## src/rtl/alu_issue.sv

```systemverilog
// Issue stage between ID and EX: decodes one RV32I instruction per handshake into ALU controls and operands.
// Two-entry skid buffer (output slot + skid). Optional result bypass enabled by ALU_ISSUE_FWD_EN.
module alu_issue #(
    parameter int          XLEN     = 32,
    parameter logic [31:0] RESET_PC = 32'h0000_0000
) (
    input  logic            clk,
    input  logic            rst_n,
    input  logic            flush,
    input  logic            in_valid,
    output logic            in_ready,
    input  logic [31:0]     instr,
    input  logic [XLEN-1:0] pc,
    input  logic [XLEN-1:0] rs1_rdata,
    input  logic [XLEN-1:0] rs2_rdata,
    output logic            out_valid,
    input  logic            out_ready,
    output logic [4:0]      ctl,
    output logic [3:0]      msg,
    output logic [XLEN-1:0] rs1_v,
    output logic [XLEN-1:0] rs2_v,
    output logic [4:0]      rd,
`ifdef ALU_ISSUE_FWD_EN
    input  logic            fwd_we,
    input  logic [4:0]      fwd_rd,
    input  logic [XLEN-1:0] fwd_v,
`endif
    output logic            unsup
);

    typedef enum logic [1:0] {
        ST_EMPTY = 2'd0,
        ST_ONE   = 2'd1,
        ST_FULL  = 2'd2
    } state_t;

    typedef struct packed {
`ifdef ALU_ISSUE_FWD_EN
        logic            use1;
        logic            use2;
        logic [4:0]      rs1_idx;
        logic [4:0]      rs2_idx;
`endif
        logic            unsup;
        logic [4:0]      ctl;
        logic [3:0]      msg;
        logic [XLEN-1:0] a;
        logic [XLEN-1:0] b;
        logic [4:0]      rd;
    } entry_t;

    localparam logic [6:0] OPC_OP     = 7'b0110011;
    localparam logic [6:0] OPC_OPIMM  = 7'b0010011;
    localparam logic [6:0] OPC_LOAD   = 7'b0000011;
    localparam logic [6:0] OPC_STORE  = 7'b0100011;
    localparam logic [6:0] OPC_LUI    = 7'b0110111;
    localparam logic [6:0] OPC_AUIPC  = 7'b0010111;
    localparam logic [6:0] OPC_JALR   = 7'b1100111;

    function automatic entry_t decode(
        input logic [31:0]     ins,
        input logic [XLEN-1:0] pcv,
        input logic [XLEN-1:0] r1,
        input logic [XLEN-1:0] r2
    );
        entry_t          e;
        logic [XLEN-1:0] imm_i;
        logic [XLEN-1:0] imm_s;
        logic [XLEN-1:0] imm_u;
        e     = '0;
        imm_i = {{20{ins[31]}}, ins[31:20]};
        imm_s = {{20{ins[31]}}, ins[31:25], ins[11:7]};
        imm_u = {ins[31:12], 12'h000};
        case (ins[6:0])
            OPC_OP: begin
                e.ctl = 5'b10001;
                e.msg = {ins[30], ins[14:12]};
                e.a   = r1;
                e.b   = r2;
            end
            OPC_OPIMM: begin
                // Only shifts (f3=101) use instr[30] as an op bit; elsewhere it is immediate.
                e.ctl = 5'b10001;
                e.msg = {(ins[14:12] == 3'b101) ? ins[30] : 1'b0, ins[14:12]};
                e.a   = r1;
                e.b   = imm_i;
            end
            OPC_LOAD: begin
                e.ctl = 5'b10010;
                e.a   = r1;
                e.b   = imm_i;
            end
            OPC_STORE: begin
                e.ctl = 5'b00100;
                e.a   = r1;
                e.b   = imm_s;
            end
            OPC_LUI: begin
                e.ctl = 5'b10001;
                e.b   = imm_u;
            end
            OPC_AUIPC: begin
                e.ctl = 5'b10001;
                e.a   = pcv;
                e.b   = imm_u;
            end
            OPC_JALR: begin
                e.ctl = 5'b11000;
                e.a   = r1;
                e.b   = imm_i;
            end
            default: begin
                e.unsup = 1'b1;
            end
        endcase
        e.rd = e.ctl[4] ? ins[11:7] : 5'd0;
`ifdef ALU_ISSUE_FWD_EN
        e.use1    = !e.unsup && (ins[6:0] != OPC_LUI) && (ins[6:0] != OPC_AUIPC);
        e.use2    = (ins[6:0] == OPC_OP);
        e.rs1_idx = ins[19:15];
        e.rs2_idx = ins[24:20];
`endif
        return e;
    endfunction

    state_t          state_q, state_d;
    entry_t          slot_q, slot_d;
    entry_t          skid_q, skid_d;
    logic            out_valid_q, out_valid_d;
    logic            in_ready_q, in_ready_d;
    logic            in_fire_s;
    logic            out_fire_s;
    logic [XLEN-1:0] rs1_eff_s;
    logic [XLEN-1:0] rs2_eff_s;
    entry_t          dec_s;
    entry_t          skid_cur_s;
    logic            unused_reset_pc_s;

    assign unused_reset_pc_s = ^RESET_PC;

    // Operand selection at decode and patching of the waiting skid entry.
    always_comb begin
        rs1_eff_s  = rs1_rdata;
        rs2_eff_s  = rs2_rdata;
        skid_cur_s = skid_q;
`ifdef ALU_ISSUE_FWD_EN
        if (fwd_we && (fwd_rd != 5'd0) && (fwd_rd == instr[19:15])) begin
            rs1_eff_s = fwd_v;
        end else begin
            rs1_eff_s = rs1_rdata;
        end
        if (fwd_we && (fwd_rd != 5'd0) && (fwd_rd == instr[24:20])) begin
            rs2_eff_s = fwd_v;
        end else begin
            rs2_eff_s = rs2_rdata;
        end
        if ((state_q == ST_FULL) && fwd_we && (fwd_rd != 5'd0) && skid_q.use1 &&
            (fwd_rd == skid_q.rs1_idx)) begin
            skid_cur_s.a = fwd_v;
        end else begin
            skid_cur_s.a = skid_q.a;
        end
        if ((state_q == ST_FULL) && fwd_we && (fwd_rd != 5'd0) && skid_q.use2 &&
            (fwd_rd == skid_q.rs2_idx)) begin
            skid_cur_s.b = fwd_v;
        end else begin
            skid_cur_s.b = skid_q.b;
        end
`endif
    end

    assign dec_s = decode(instr, pc, rs1_eff_s, rs2_eff_s);

    // Occupancy FSM: output slot always holds the oldest entry, skid the younger one.
    always_comb begin
        in_fire_s  = in_valid & in_ready_q;
        out_fire_s = out_valid_q & out_ready;
        state_d    = state_q;
        slot_d     = slot_q;
        skid_d     = skid_cur_s;
        if (flush) begin
            state_d = ST_EMPTY;
        end else begin
            case (state_q)
                ST_EMPTY: begin
                    if (in_fire_s) begin
                        slot_d  = dec_s;
                        state_d = ST_ONE;
                    end else begin
                        state_d = ST_EMPTY;
                    end
                end
                ST_ONE: begin
                    if (in_fire_s && out_fire_s) begin
                        slot_d = dec_s;
                    end else if (in_fire_s) begin
                        skid_d  = dec_s;
                        state_d = ST_FULL;
                    end else if (out_fire_s) begin
                        state_d = ST_EMPTY;
                    end else begin
                        state_d = ST_ONE;
                    end
                end
                ST_FULL: begin
                    if (out_fire_s) begin
                        slot_d  = skid_cur_s;
                        state_d = ST_ONE;
                    end else begin
                        state_d = ST_FULL;
                    end
                end
                default: begin
                    state_d = ST_EMPTY;
                end
            endcase
        end
        out_valid_d = (state_d != ST_EMPTY);
        in_ready_d  = (state_d != ST_FULL);
    end

    // State, payload and handshake registers.
    always_ff @(posedge clk or negedge rst_n) begin
        if (!rst_n) begin
            state_q     <= ST_EMPTY;
            slot_q      <= '0;
            skid_q      <= '0;
            out_valid_q <= 1'b0;
            in_ready_q  <= 1'b1;
        end else begin
            state_q     <= state_d;
            slot_q      <= slot_d;
            skid_q      <= skid_d;
            out_valid_q <= out_valid_d;
            in_ready_q  <= in_ready_d;
        end
    end

    assign in_ready  = in_ready_q;
    assign out_valid = out_valid_q;
    assign ctl       = slot_q.ctl;
    assign msg       = slot_q.msg;
    assign rs1_v     = slot_q.a;
    assign rs2_v     = slot_q.b;
    assign rd        = slot_q.rd;
    assign unsup     = slot_q.unsup;

endmodule

```

## config.mk

```make
export PLATFORM = sky130hd
export DESIGN_NAME = alu_issue
export DESIGN_NICKNAME = d
export VERILOG_FILES = /design/src/rtl/alu_issue.sv
export SDC_FILE = /design/constraint.sdc
export NUM_CORES = 1
export LEC_CHECK = 0
export BUFFER_PORTS_ARGS = -buffer_cell sky130_fd_sc_hd__buf_4
export CORE_MARGIN = 2
export CORE_UTILIZATION = 35
export CTS_CLUSTER_SIZE = 14
export DETAILED_ROUTE_END_ITERATION = 7
export GPL_TIMING_DRIVEN = 0
export PLACE_DENSITY = 0.68
export SLEW_MARGIN = 0
export SYNTH_ARGS = -nofsm -noshare
export SYNTH_HDL_FRONTEND = slang
export SYNTH_SLANG_ARGS = --single-unit
```

## constraint.sdc

```tcl
create_clock -name clk -period 2.5 [get_ports clk]
set_input_delay 0.25 -clock clk [delete_from_list [all_inputs] [get_ports clk]]
set_output_delay 0.25 -clock clk [all_outputs]
set_load 0.01 [all_outputs]
```

==> metrics.yaml <==
timing:
  fmax_ghz: 0.4404
  finalSetupViolCount: 0
  slew_violations: 0
  relSlewSlack_pct: 20.52
  fin_skew_ns: 0.008535
  hold_viol_final: 0
  period_minus_slack_ns: 2.271
  tns_ns: 0
  worst_pin_slew_ns: 1.190
  fin_crit_sh_pct: 90.82
  rsz0062_at_grt: "no"
critical_path:
  arrival_ns: 2.61
  worst_path_max_delay_cell: "dfstp_2"
  startpoint_type: "flip-flop"
  max_stage_delay_ns: 0.59
  critical_path.max_fanout: 10
  required_ns: 2.84
  crit_chain: "nand3b_4 -> a211oi_4 -> nor2_1 -> clkbuf_1 -> o221ai_1"
  critPathBufInv: 1
  cp_top_family: "compound AO/OA/AOI/OAI gates"
  end_kind: "flip-flop"
  worst-setup-path-type: "reg2reg"
finish:
  ff_latch_area_sq_um: 4055
  post-route-util_pct: 47.30
  drive_gt1_share_pct: 32.58
  fin_nets: 1142
  area_delta_synth_final_pct: 32.22
  fillers: 2092
  multi_input_area_sq_um: 3385
pwr:
  max-vdd-ir-drop_uv: 452.7
  power.density_nw_per_um2: 663.5
  leakage_nw: 4.548
  total_power_w: 0.006893
detailed_routing:
  vias_per_cell: 5.634
  ant_nets: 0
  drt_first_iter_violations: 647
  via_count: 7341
  routedWlPerCell_microns: 20.22
  drc: 0
  first_pass_iters: 8
  drt-total-wl_microns: 26350
grt:
  grt_use_met1_pct: 28.82
  busiest_layer: "met2"
  antenna_found_initial: 0
  grt-ovfl-total: 0
  met3_usage_pct: 6.426
  grt_max_degree: 88
  use_met2_pct: 37.45
  grt_first_pass_wirelength_microns: 41120
  track_usage_pct: 22.36
  grt_pass1_vias: 7334
logic_synthesis:
  async_reset_ff_share_pct: 100.0
  ys_ff_latch: 162
  yosys-top-cells-area: "dfrtp_1 (51%), nand2_1 (6.9%), o221ai_2 (5.5%)"
  seq_area_frac_synth_pct: 51.62
  yosys_warnings: 0
  syn-num-nets: 911
  netlist_area_sq_um: 7856
  avgSynthCellArea_sq_um: 10.10
  synth_top_area_share_pct: 51.28
  yosysUniqueCellTypes: 55
  synth-edff-count: 0
  syn_inst: 778
  yosys.area.top_type: "dfrtp_1"
  synth-main-ff-cell: "dfrtp_1"
die:
  die_area_sq_um: 23660
  io_pins: 214
  die_width_microns: 153.8
  core_area_sq_um: 21960
  start_util_pct: 35.78
  die_h_microns: 153.8
  rows: 54
clocking:
  clock_path_buffers: 2
  path_clk_slew_ns: 0.06
  numCtsBuffers: 17
  h-tree-depth: 4
  cts_root_buf: "clkbuf_16"
  cts_tree: "done"
  clock_latency_ns: 0.43
  clock_sinks: 162
place:
  gp_congestion: 0.8645
  dpl.hpwl_microns: 19550
  port_buffers: 210
status:
  status: "finished clean"
flow_run:
  maxCapViolations: 0
min_path:
  hp-class: "in2reg"
[per-layer routing]
metal / wire (microns) / vias to the layer above
li1: - / 3396
met1: 11240 / 3638
met2: 12760 / 286
met3: 2067 / 21
met4: 282 / 0
met5: 0 / -
[cells in the final DEF, fill, tap and decap left out, types with 2 or more instances in the layout]
cell type	instances
a211oi_1	11
a21oi_1	9
a221oi_1	7
a222oi_1	13
a22oi_1	54
a2bb2oi_1	15
buf_1	12
buf_2	35
buf_4	214
buf_6	6
clkbuf_1	26
clkbuf_16	17
clkbuf_8	2
clkinv_2	3
clkinvlp_4	5
dfrtp_1	161
inv_1	4
mux2_2	3
mux2i_1	7
nand2_1	144
nand3_1	67
nor2_1	9
nor2b_1	2
nor3_1	25
nor3_2	2
nor4_1	12
o21ai_0	60
o21ai_1	13
o221ai_1	18
o221ai_2	29
o22ai_2	2
o31ai_1	3
[layout make-up]
type,count,share of cell area [%]
Tap cell,280,3.373
Multi-Input combinational cell,532,32.58
Sequential cell,162,39.04
Buffer,80,3.927
Clock buffer,23,4.505
Clock inverter,9,0.7950
Antenna cell,1,0.02409
Timing Repair Buffer,212,15.61
Inverter,4,0.1445
[worst paths after layout]
path,from,endpoint,slack [ns],cells past startpoint
worst max-delay path,in_ready$_DFF_PN1_,rs2_v[31]$_DFFE_PN0P_,0.23,5
worst min-delay path,instr[9],skid_cur_s[2]$_DFFE_PN0P_,0.06,3
worst max register to register,in_ready$_DFF_PN1_,rs2_v[31]$_DFFE_PN0P_,0.23,5
worst min register to register,skid_cur_s[2]$_DFFE_PN0P_,skid_cur_s[2]$_DFFE_PN0P_,0.47,2
max in group asynchronous,rst_n,rs1_v[4]$_DFFE_PN0P_,1.25,3
min in group asynchronous,rst_n,ctl[0]$_DFFE_PN0P_,0.39,2
[synth_stat cells, types with 9 or more instances]
| master | instances |
|---|---|
| buf_1 | 12 |
| a211oi_1 | 11 |
| nand3_1 | 67 |
| dfrtp_1 | 161 |
| a222oi_1 | 13 |
| nand2_1 | 144 |
| o221ai_2 | 29 |
| a22oi_1 | 54 |
| o21ai_1 | 13 |
| nor4_1 | 12 |
| o221ai_1 | 18 |
| a21oi_1 | 9 |
| nor3_1 | 25 |
| buf_2 | 35 |
| clkbuf_1 | 22 |
| a2bb2oi_1 | 15 |
| nor2_1 | 9 |
| o21ai_0 | 60 |
[per-stage QoR]
| step | instances | hold slack [ns] | instance area, sq um | worst slack [ns] |
|---|---|---|---|---|
| floorplan | 778 | -0.04559 | 7856 | 0.6695 |
| global placement | 1268 | 0.4512 | 9783 | 0.1238 |
| detailed placement | 1269 | 0.2728 | 9818 | 0.1718 |
| CTS | 1302 | 0.05551 | 10380 | 0.1416 |
| global route | 1302 | 0.06639 | 10390 | 0.09290 |
| finish | 1303 | 0.06396 | 10390 | 0.2295 |
[flip-flops by register name (all words and copies together), names as in the netlist]
name	flops
ctl	5
in_ready	1
msg	4
out_valid	1
rd	5
rs1_v	32
rs2_v	32
skid_cur_s	79
state_q	2
unsup	1
[where the power goes]
group / leakage, nW / switching, W / internal [W]
registers: 2.19 / 0.000162 / 0.00287
clock network: 0.255 / 0.00106 / 0.00142
logic: 2.11 / 0.000742 / 0.000634
total: 4.55 / 0.00197 / 0.00492
[worst reg2reg max path, stage by stage, from the launching register on]
cell      delay [ns]
dfstp_2         0.59
nand3b_4        0.14
a211oi_4        0.54
nor2_1          0.28
clkbuf_1        0.36
o221ai_1        0.29
[repair_timing]
action | CTS | global route
endpoints found under the setup margin | 0 | 2
hold endpoints to repair | 74 | 0
buffers inserted | 0 | 0
hold buffers | 1 | 0
resized for setup | 0 | 1
[logic make-up (layout without fill, tap and decap cells)]
family | Yosys count | in the layout | synth area share [%]
simple gates | 276 | 276 | 16.34
flops | 162 | 162 | 51.62
buf+inv | 84 | 328 | 5.383
mux | 10 | 10 | 1.322
other cells | 0 | 1 | 0
compound gates | 246 | 246 | 25.34
Note: power is estimated with default switching activity, not from simulation.
